==> src/rtl/logic_unit_mc.sv <==
// Multi-cycle logic unit: 16 truth-table bitwise functions plus chunked CLZ/CLO.
// Optional `LOGIC_CLZ_EARLY_EXIT_EN ends the count scan at the first chunk holding a hit.
module logic_unit_mc #(
    parameter int          WIDTH        = 32,
    parameter int          CHUNK        = 8,
    parameter int unsigned ERROR_OUTPUT = 1
) (
    input  logic             clk,
    input  logic             reset,
    input  logic             in_valid,
    output logic             in_ready,
    input  logic [WIDTH-1:0] a,
    input  logic [WIDTH-1:0] b,
    input  logic [3:0]       ft,
    input  logic [1:0]       op,
    output logic             out_valid,
    input  logic             out_ready,
    output logic [WIDTH-1:0] result,
    output logic             err,
    output logic [1:0]       dbg_state
);

    localparam int NCH = WIDTH / CHUNK;
    localparam int CW  = $clog2(WIDTH + 1);
    localparam int JW  = (NCH > 1) ? $clog2(NCH) : 1;

    typedef enum logic [1:0] {
        IDLE = 2'd0,
        SCAN = 2'd1,
        DONE = 2'd2
    } state_t;

    state_t           state;
    logic [WIDTH-1:0] scan;
    logic [CW-1:0]    cnt;
    logic [CW-1:0]    cnt_next;
    logic [CW-1:0]    add;
    logic [JW-1:0]    j;
    logic             hit;
    logic [CHUNK-1:0] chunk;
    logic [WIDTH-1:0] bitwise;
    logic             accept;
    logic             last;
    logic             scan_end;

    function automatic logic [CW-1:0] chunk_lz(input logic [CHUNK-1:0] c);
        logic [CW-1:0] n;
        logic          seen;
        n    = '0;
        seen = 1'b0;
        for (int i = CHUNK - 1; i >= 0; i--) begin
            if (c[i])
                seen = 1'b1;
            else if (!seen)
                n = n + CW'(1);
        end
        return n;
    endfunction

    // Handshake: a transfer happens on a rising edge where valid && ready; the
    // producer holds its data while valid is high, and ready never depends on valid.
    always_comb begin
        bitwise = '0;
        for (int i = 0; i < WIDTH; i++)
            bitwise[i] = ft[{b[i], a[i]}];

        // The scan register shifts left, so the current chunk is always at the top.
        chunk = scan[WIDTH-1 -: CHUNK];
        add   = '0;
        if (!hit)
            add = (chunk == '0) ? CW'(CHUNK) : chunk_lz(chunk);
        cnt_next = cnt + add;
        last     = (j == JW'(NCH - 1));
`ifdef LOGIC_CLZ_EARLY_EXIT_EN
        scan_end = last || (chunk != '0);
`else
        scan_end = last;
`endif
        in_ready  = (state == IDLE) || ((state == DONE) && out_ready);
        accept    = in_valid && in_ready;
        out_valid = (state == DONE);
        dbg_state = state;
    end

    always_ff @(posedge clk or posedge reset) begin
        if (reset) begin
            state  <= IDLE;
            result <= '0;
            err    <= 1'b0;
            cnt    <= '0;
            j      <= '0;
            hit    <= 1'b0;
            scan   <= '0;
        end else begin
            case (state)
                IDLE, DONE: begin
                    if (accept) begin
                        case (op)
                            2'b00: begin
                                result <= bitwise;
                                err    <= 1'b0;
                                state  <= DONE;
                            end
                            2'b11: begin
                                result <= WIDTH'(ERROR_OUTPUT);
                                err    <= 1'b1;
                                state  <= DONE;
                            end
                            default: begin
                                // CLO is CLZ of the inverted operand.
                                scan  <= op[1] ? ~a : a;
                                cnt   <= '0;
                                j     <= '0;
                                hit   <= 1'b0;
                                state <= SCAN;
                            end
                        endcase
                    end else if (state == DONE && out_ready) begin
                        state <= IDLE;
                    end
                end
                SCAN: begin
                    cnt  <= cnt_next;
                    scan <= scan << CHUNK;
                    j    <= j + JW'(1);
                    if (chunk != '0)
                        hit <= 1'b1;
                    if (scan_end) begin
                        result <= WIDTH'(cnt_next);
                        err    <= 1'b0;
                        state  <= DONE;
                    end
                end
                default: state <= IDLE;
            endcase
        end
    end

endmodule

==> config.mk <==
export PLATFORM = sky130hd
export DESIGN_NAME = logic_unit_mc
export DESIGN_NICKNAME = d
export VERILOG_FILES = /design/src/rtl/logic_unit_mc.sv
export SDC_FILE = /design/constraint.sdc
export NUM_CORES = 1
export LEC_CHECK = 0
export ABC_AREA = 1
export CORE_MARGIN = 1.5
export CORE_UTILIZATION = 48
export CTS_BUF_LIST = sky130_fd_sc_hd__clkbuf_2
export DETAILED_ROUTE_END_ITERATION = 12
export PLACE_DENSITY = 0.87
export SLEW_MARGIN = 0
export SYNTH_ARGS = -nofsm -noshare
export SYNTH_HDL_FRONTEND = slang
export SYNTH_SLANG_ARGS = --single-unit
==> constraint.sdc <==
create_clock -name clk -period 4.1 [get_ports clk]
set_clock_uncertainty 0.15 [all_clocks]
set_input_delay 0.82 -clock clk [delete_from_list [all_inputs] [get_ports clk]]
set_output_delay 0.82 -clock clk [all_outputs]
set_load 0.02 [all_outputs]
Word-level counts from Yosys, hierarchy flattened
Index checks and enable logic that the tools add are counted.
{"block": "word_totals", "in_bits": 74, "register_bits": 76, "out_inout_bits": 37, "wordCells": 202}
{"block": "op_classes", "n_bitwise": 1, "order_cmp": 32, "reduce_logical": 14, "n_addsub": 9, "muxes": 129, "eq_ne": 10}
{"operator": "one-hot mux 32 bit (2 select lines)", "count": 3}
{"operator": "2-to-1 mux 32 bit", "count": 5}
{"operator": "2-to-1 mux 6 bit", "count": 25}
{"operator": "< comparator 2 x 3 -> 1 bit, second input constant", "count": 32}
{"operator": "binary-select mux 1 bit (select 2 bit)", "count": 32}
{"operator": "2-to-1 mux 1 bit", "count": 52}
{"operator": "adder 6 x 1 -> 6 bit, second input constant", "count": 7}
{"operator": "NOT 32 bit", "count": 1}
{"operator": "2-to-1 mux 2 bit", "count": 6}
{"operator": "one-hot mux 6 bit (2 select lines)", "count": 1}
{"operator": "logical NOT 8 bit", "count": 1}
{"operator": "!= test 2 bit, second input constant", "count": 4}
{"operator": "one-hot mux 2 bit (2 select lines)", "count": 2}
{"operator": "AND reduction 4 bit", "count": 2}
{"operator": "nonzero test 8 bit", "count": 1}
{"operator": "adder 6 bit", "count": 1}
{"operator": "== test 2 bit, second input constant", "count": 3}
{"operator": "one-hot mux 1 bit (2 select lines)", "count": 3}
{"operator": "logical NOT 2 bit", "count": 2}
{"operator": "OR reduction 2 bit", "count": 2}
{"operator": "!= test 3 x 1 -> 1 bit, second input constant", "count": 1}
{"operator": "!= test 3 bit, second input constant", "count": 1}
{"operator": "AND reduction 3 bit", "count": 1}
{"operator": "adder 2 x 1 -> 2 bit, second input constant", "count": 1}
{"operator": "other kinds (5)", "count": 6}

Logic depth before layout (Yosys ltp)
Gate-level depths: netlist of the first run.
{"block": "logic_depth", "depth_word": 34, "depth_mapped": 25, "ltp_nobuf": 25}

Worst setup path before layout of the first run
No wires, ideal clock.
{"block": "synth_timing", "path_type": "register to register", "start": "register scan[28]", "end": "register result[3]", "synth_period_minus_slack_ns": 3.972, "path_stages_with_launch": 22, "arrival_ns": 3.703, "setup_slack_ns": 0.128, "required_time_ns": 3.831, "path_buffers": 0, "setup_time_ns": 0.119, "path_cell_list": "dfrtp_1 > o21ai_0 > inv_1 > ha_1 > nand2_1 > nand2_1 > ha_1 > nand2_1 > o21ai_0 > ha_1 > nor2_1 > nor2_1 > ha_1 > o21ai_0 > o21ai_0 > nor3b_1 > ha_1 > a31o_2 > or2_2 > nand2_1 > nand3_1 > o21a_1"}
{"block": "synth_via", "elab_chain_cells": 22, "word_cells_on_any_way": 31, "cone_classes": "add/sub: 5; mux: 25; reduce/logical: 1"}
{"element": "from (decl)", "line_no": "34", "rtl": "logic [WIDTH-1:0] scan;"}
{"element": "from (signal assigned)", "line_no": "111", "rtl": "scan <= op[1] ? ~a : a;"}
{"element": "from (signal assigned)", "line_no": "124", "rtl": "scan <= scan << CHUNK;"}
{"element": "2-to-1 mux 6 bit", "line_no": "52", "rtl": "if (c[i])"}
{"element": "2-to-1 mux 6 bit", "line_no": "70", "rtl": "if (!hit)"}
{"element": "adder 6 x 1 -> 6 bit", "line_no": "55", "rtl": "n = n + CW'(1);"}
{"element": "2-to-1 mux 6 bit", "line_no": "54", "rtl": "else if (!seen)"}
{"element": "2-to-1 mux 6 bit", "line_no": "52"}
{"element": "2-to-1 mux 6 bit", "line_no": "70"}
{"element": "adder 6 x 1 -> 6 bit", "line_no": "55"}
{"element": "2-to-1 mux 6 bit", "line_no": "54"}
{"element": "(+6 left out)"}
{"element": "adder 6 x 1 -> 6 bit", "line_no": "55"}
{"element": "2-to-1 mux 6 bit", "line_no": "54"}
{"element": "2-to-1 mux 6 bit", "line_no": "52"}
{"element": "2-to-1 mux 6 bit (*)", "line_no": "71", "rtl": "add = (chunk == '0) ? CW'(CHUNK) : chunk_lz(chunk);"}
{"element": "2-to-1 mux 6 bit (*)", "line_no": "70"}
{"element": "adder 6 bit (*)", "line_no": "72", "rtl": "cnt_next = cnt + add;"}
{"element": "2-to-1 mux 32 bit (*)", "line_no": "128", "rtl": "if (scan_end) begin"}
{"element": "one-hot mux 32 bit (2 select lines) (*)", "line_no": "95", "rtl": "case (state)"}
{"element": "to (signal assigned)", "line_no": "100", "rtl": "result <= bitwise;"}
{"element": "to (signal assigned)", "line_no": "105", "rtl": "result <= WIDTH'(ERROR_OUTPUT);"}
{"element": "to (signal assigned)", "line_no": "129", "rtl": "result <= WIDTH'(cnt_next);"}
{"element": "to (decl)", "line_no": "18", "rtl": "output logic [WIDTH-1:0] result,"}
Every way passes the cells marked *; elsewhere a longest branch is shown, timed or not. The select of a mux whose other input is x is not followed.
A chain may end at the register's enable or synchronous reset.

Worst setup path in the final report of the first run
{"block": "layout_timing", "start": "register scan[31]", "end": "register result[3]"}
{"block": "layout_via", "elab_chain_cells": 34, "word_cells_on_any_way": 49, "cone_classes": "add/sub: 8; mux: 40; reduce/logical: 1"}
{"element": "2-to-1 mux 1 bit", "line_no": "52"}
{"element": "2-to-1 mux 6 bit", "line_no": "70"}
{"element": "adder 6 x 1 -> 6 bit", "line_no": "55"}
{"element": "2-to-1 mux 6 bit", "line_no": "54"}
{"element": "2-to-1 mux 6 bit", "line_no": "52"}
{"element": "2-to-1 mux 6 bit", "line_no": "70"}
{"element": "adder 6 x 1 -> 6 bit", "line_no": "55"}
{"element": "2-to-1 mux 6 bit", "line_no": "54"}
{"element": "(+18 left out)"}
{"element": "adder 6 x 1 -> 6 bit", "line_no": "55"}
{"element": "2-to-1 mux 6 bit", "line_no": "54"}
{"element": "2-to-1 mux 6 bit", "line_no": "52"}
{"element": "2-to-1 mux 6 bit (*)", "line_no": "71"}
{"element": "2-to-1 mux 6 bit (*)", "line_no": "70"}
{"element": "adder 6 bit (*)", "line_no": "72"}
{"element": "2-to-1 mux 32 bit (*)", "line_no": "128"}
{"element": "one-hot mux 32 bit (2 select lines) (*)", "line_no": "95"}
Marked as above.

==> reports/qor.yml, run 1 <==
synth:
  synth-seq-cells: 76
  async_reset_ff_share_pct: 100.0
  ys_types: 44
  syn_inst: 658
  synthesis.area_um2: 4951
  synth_edf_count: 0
  post_synth.cell_area_avg_um2: 7.524
  ys_seq_area_share_pct: 38.41
  syn-num-nets: 746
  yosys_most_used_dff: "dfrtp_1"
  yosys_warnings: 0
place:
  place_congestion: 0.8891
  hpwl_um: 10350
  port_buffers: 110
  dp_slack_ns: -0.1364
floorplanning:
  rows: 36
  dieArea_um2: 10930
  start_util_pct: 49.96
  die-width_um: 104.6
  pin_count: 111
  die_h_um: 104.6
  core_area_um2: 9910
timing:
  post-route-period-util_pct: 94.67
  hold_viol_final: 0
  slew_headroom_pct: 22.25
  setup_slack_ns: 0.2185
  worstMarginPinSlew_ns: 1.163
  period_needed_ns: 3.881
  tns_ns: 0
  whs_ns: 0.3737
  fmax_mhz: 257.6
  setup_viol: 0
  rsz0062_at_grt: "true"
  slew_viol_final: 0
route:
  drt-initial-drc-count: 531
  post-route-drc-count: 0
  wl_met2_um: 7238
  routedWlPerCell_um: 16.23
  top_layer_used: "met4"
  route.vias.total: 5116
  wirelength_um: 14460
  antenna_left: 0
  drt-met1-wl_um: 5778
  via_per_inst: 5.742
  wl_met3_um: 1156
  dr.pass1.iters: 5
global_routing:
  grt_max_degree: 61
  grt_pass1_vias: 5106
  antenna_found_initial: 0
  grt_pass1_wl_um: 23820
  grt-ovfl-total: 0
  track_usage_pct: 26.81
power_and_ir_drop:
  p_seq_share_pct: 32.6
  power_density_nw_per_um2: 611.2
  p_sw_share_pct: 46.46
  p_sw_mw: 1.787
  leakagePower_nw: 2.803
  pwr-share-comb_pct: 56.2
  power_mw: 3.845
  p_int_mw: 2.058
  vdd_drop_max_v: 0.0002540
  clkPwrFrac_pct: 11.2
clocking:
  cts_tree: "yes"
  cts-root-buf: "clkbuf_2"
  h-tree-depth: 3
  cts_buffers: 9
  clk_pin_slew_ns: 0.23
  clockBufferDepth: 2
  holdBufCountCts: 0
  cts.sinks: 76
  clk_latency_ns: 0.53
final_layout:
  antennaDiodeCount: 0
  final_layout_size_suffix_gt1_share_pct: 8.971
  nets: 841
  syn_to_final_growth_pct: 27.07
  fillers: 835
critical_path:
  arrival_ns: 4.18
  end_kind: "register"
  crit_type: "reg2reg"
  critical_path_required_ns: 4.40
  cp_max_fo: 3
  cp-start-kind: "register"
hold_path:
  min_path_type: "reg2reg"
job:
  max_cap_violations: 0
outcome:
  status: "finished clean"
per-stage QoR:
step | util, % | area, µm² | std cells
after floorplan | - | 4951 | 658
after global placement | 61.70 | 6115 | 873
after detailed placement | 61.70 | 6115 | 873
after CTS | 62.95 | 6238 | 889
after global routing | 63.48 | 6291 | 891
final | 63.48 | 6291 | 891
cell usage after synthesis (2+ instances only):
cell type	number	share of area (%)
a211oi_1	2	0.30
a21oi_1	44	4.4
a22o_1	3	0.53
buf_1	2	0.15
buf_2	10	1.0
buf_4	2	0.30
buf_6	2	0.45
clkbuf_1	19	1.4
dfrtp_1	76	38
ha_1	13	3.3
inv_1	69	5.2
inv_2	3	0.23
nand2_1	109	8.3
nand3_1	12	1.2
nand4_1	3	0.38
nor2_1	65	4.9
nor2_2	3	0.38
nor2_4	3	0.68
o211ai_1	6	0.91
o21a_1	4	0.61
o21ai_0	123	12
o21ai_1	7	0.71
o21ai_2	10	1.8
o221ai_1	22	3.9
o22ai_1	7	0.88
xnor2_1	21	3.7
power groups by stage:
stage	combinational, mW	sequential, mW	clock [mW]
CTS	2.08	1.25	0.430
global placement	1.97	1.24	0
detailed placement	2.06	1.26	0
global route	2.39	1.29	0.464
floorplan	1.24	1.38	0
finish	2.16	1.25	0.432
registers in the layout (all words and copies together) (netlist names):
signal / cells
result: 32
scan: 32
cnt: 6
dbg_state: 2
j: 2
err: 1
hit: 1
cell usage in the layout, fill, tap and decap left out, types with 2 or more instances in the layout:
| cell type | count |
|---|---|
| a211oi_1 | 2 |
| a21oi_1 | 44 |
| a22o_1 | 3 |
| buf_4 | 8 |
| clkbuf_2 | 9 |
| clkdlybuf4s50_1 | 109 |
| clkinv_2 | 2 |
| dfrtp_1 | 76 |
| ha_1 | 12 |
| inv_1 | 66 |
| inv_2 | 6 |
| inv_6 | 2 |
| nand2_1 | 105 |
| nand2_2 | 5 |
| nand3_1 | 11 |
| nand3_2 | 2 |
| nand4_1 | 3 |
| nor2_1 | 63 |
| nor2_2 | 5 |
| nor2_4 | 3 |
| o211ai_1 | 6 |
| o21a_1 | 4 |
| o21ai_0 | 117 |
| o21ai_1 | 10 |
| o21ai_2 | 13 |
| o221ai_1 | 22 |
| o22ai_1 | 7 |
| xnor2_1 | 21 |
per-layer routing:
metal | up-vias | global-route usage (%)
met2 | 258 | 45.91
met5 | - | 0
li1 | 2416 | -
met3 | 36 | 6.363
met1 | 2406 | 33.45
met4 | 0 | 8.135
logic make-up (layout without fill, tap and decap cells):
logic type	after synthesis	after routing	share of synthesized area, %
AOI/OAI and AO/OA	234	234	27.57
xor gates and xnor gates	21	21	3.715
adders and majority gates	14	14	3.690
buffers and inverters	108	208	8.946
DFF	76	76	38.41
muxes	1	1	0.2022
and+or+nand+nor	204	204	17.46
timing repair:
action,4_1_cts,5_1_grt
setup buffers,0,2
resized for setup,3,17
endpoints found under the setup margin,2,10
pin swaps,0,8
hold endpoints to repair,0,0
layout make-up:
class | instances | area [µm²] | share of cell area (%)
clock buffers | 9 | 45.04 | 0.7160
clock inverters | 7 | 73.82 | 1.173
inverters | 73 | 276.5 | 4.395
multi-input cells | 474 | 2651 | 42.14
flip-flops and latches | 76 | 1902 | 30.23
well taps | 133 | 166.4 | 2.645
repair buffers | 119 | 1176 | 18.70
worst paths after layout:
check	cells after the start	startpoint	to	slack, ns
max in group asynchronous	3	reset	scan[25]	2.47
setup reg to reg	24	scan[31]	result[3]	0.22
hold / removal	1	result[2]	result[2]	0.37
hold reg to reg	1	result[2]	result[2]	0.37
min in group asynchronous	2	reset	result[11]	0.58
setup / recovery	24	scan[31]	result[3]	0.22
worst max-delay path, cell delays in order (launching register included):
cell and delay [ns]:
dfrtp_1 0.45, inv_2 0.08, nand2_2 0.06, o21ai_2 0.16
ha_1 0.25, nand2_1 0.07, nand2_1 0.05, ha_1 0.26
nand2_1 0.08, o21ai_2 0.06, ha_1 0.29, nor2_2 0.10
nor2_1 0.06, ha_1 0.28, o21ai_1 0.11, o21ai_1 0.07
nor3b_4 0.16, ha_2 0.20, nand2_2 0.07, nand2_2 0.06
a31o_2 0.22, or2_2 0.28, nand2_2 0.09, nand3_2 0.06
o21a_1 0.11
Power figures use the tool's default switching activity.
==> run 2: changes to the inputs <==
--- a/config.mk
+++ b/config.mk
@@ -7,10 +7,10 @@
 export LEC_CHECK = 0
 export ABC_AREA = 1
 export CORE_MARGIN = 1.5
-export CORE_UTILIZATION = 48
+export CORE_UTILIZATION = 50
 export CTS_BUF_LIST = sky130_fd_sc_hd__clkbuf_2
 export DETAILED_ROUTE_END_ITERATION = 12
-export PLACE_DENSITY = 0.87
+export PLACE_DENSITY = 0.86
 export SLEW_MARGIN = 0
 export SYNTH_ARGS = -nofsm -noshare
 export SYNTH_HDL_FRONTEND = slang
==> constraint.sdc (replaced) <==
create_clock -name clk -period 4.9 [get_ports clk]
set_clock_uncertainty 0.15 [all_clocks]
set_input_delay 0.98 -clock clk [delete_from_list [all_inputs] [get_ports clk]]
set_output_delay 0.98 -clock clk [all_outputs]
set_load 0.02 [all_outputs]
==> reports/qor.yml, run 2 (synthesized netlist as in run 1, its figures left out) <==
clocking:
  h-tree-depth: 3
  holdBufCountCts: 0
  clk_latency_ns: 0.52
  post-cts-setup-buffer-count: 0
  cts-resized-gates: 0
  cts-root-buf: "clkbuf_2"
  clk_pin_slew_ns: 0.19
  cts_buffers: 9
  cts_tree: "yes"
  cts.sinks: 76
  clockBufferDepth: 2
timing:
  rsz0062_at_grt: "false"
  setup_viol: 0
  slew_viol_final: 0
  worstMarginPinSlew_ns: 1.175
  hold_viol_final: 0
  tns_ns: 0
  fmax_mhz: 229.2
  slew_headroom_pct: 21.42
  period_needed_ns: 4.362
  post-route-period-util_pct: 89.03
  setup_slack_ns: 0.5375
  whs_ns: 0.3605
floorplanning:
  rows: 36
  pin_count: 111
  dieArea_um2: 10510
  start_util_pct: 51.12
  die-width_um: 102.5
  core_area_um2: 9684
  die_h_um: 102.5
global_routing:
  grt_max_degree: 61
  track_usage_pct: 27.66
  grt_pass1_wl_um: 22550
  grtUsageMet2_pct: 45.54
  grt-ovfl-total: 0
  grt_pass1_vias: 4866
  use_met1_pct: 35.73
  antenna_found_initial: 0
  met3_usage_pct: 6.576
  grt-busiest-layer: "met2"
final_layout:
  top_regs: "result x32, scan x32, cnt x6"
  stdcell_count: 885
  fin_util_pct: 63.91
  final_layout_size_suffix_gt1_share_pct: 6.250
  final_common_cell: "o21ai_0"
  mostFrequentLayoutCells: "o21ai_0 (121), clkdlybuf4s50_1 (110), nand2_1 (109), dfrtp_1 (76), inv_1 (68)"
  fillers: 815
  fin_area_um2: 6190
  syn_to_final_growth_pct: 25.02
  nets: 837
  antennaDiodeCount: 0
job:
  max_cap_violations: 0
critical_path:
  critical_path_required_ns: 5.20
  crit_type: "reg2reg"
  cp_max_fo: 5
  arrival_ns: 4.66
  end_kind: "register"
  cp-start-kind: "register"
hold_path:
  min_path_type: "reg2reg"
place:
  dp_slack_ns: 0.5068
  dp_cells: 871
  hpwl_um: 10050
  place_congestion: 0.8748
  placed_cell_area_um2: 6092
  port_buffers: 110
route:
  wirelength_um: 13860
  post-route-drc-count: 0
  route.vias.total: 5075
  dr.pass1.iters: 5
  routedWlPerCell_um: 15.66
  via_per_inst: 5.734
  drt-initial-drc-count: 401
  antenna_left: 0
power_and_ir_drop:
  leakagePower_nw: 2.765
  power_density_nw_per_um2: 499.2
  vdd_drop_max_v: 0.0002947
  power_mw: 3.090
outcome:
  status: "finished clean"
[run 2: worst paths after layout]
kind | slack, ns | endpoint | from | cells past startpoint
min in group asynchronous | 0.61 | result[24] | reset | 2
worst min register to register | 0.36 | result[23] | result[23] | 2
worst max-delay path | 0.54 | result[3] | scan[30] | 24
max in group asynchronous | 3.22 | scan[19] | reset | 3
worst max register to register | 0.54 | result[3] | scan[30] | 24
worst min-delay path | 0.36 | result[23] | result[23] | 2
[run 2: per-layer routing]
layer | up-vias | wire length, µm
met5 | - | 0
met4 | 0 | 257
met3 | 33 | 1004
met2 | 217 | 6870
met1 | 2418 | 5725
li1 | 2407 | -
[run 2: final cells by class]
type	instances	area, µm²	area share (%)
clock inverter	4	42.54	0.6873
multi-input combinational	474	2614	42.23
timing repair buffer	115	1139	18.39
inverter	73	276.5	4.467
tap	133	166.4	2.689
clock buffer	10	50.05	0.8086
sequential	76	1902	30.73
[run 2: power by group]
part,internal (mW),total (mW),switching (mW)
logic,0.672,1.73,1.06
registers,0.886,1.04,0.157
clock network,0.111,0.320,0.209
[run 2: worst max-delay path, stage by stage (launching register included)]
cell	delay, ns
dfrtp_1	0.44
nor2_2	0.21
o21ai_1	0.15
inv_1	0.10
ha_1	0.23
nand2_1	0.06
nand2_1	0.04
ha_1	0.27
nand2_1	0.06
o21ai_0	0.12
ha_1	0.34
nor2_1	0.16
nor2_1	0.08
ha_1	0.29
o21ai_0	0.20
o21ai_0	0.12
nor3b_2	0.18
ha_1	0.20
nand2_1	0.05
nand2_1	0.07
a31o_2	0.22
or2_2	0.26
nand2_1	0.08
nand3_1	0.07
o21a_1	0.11
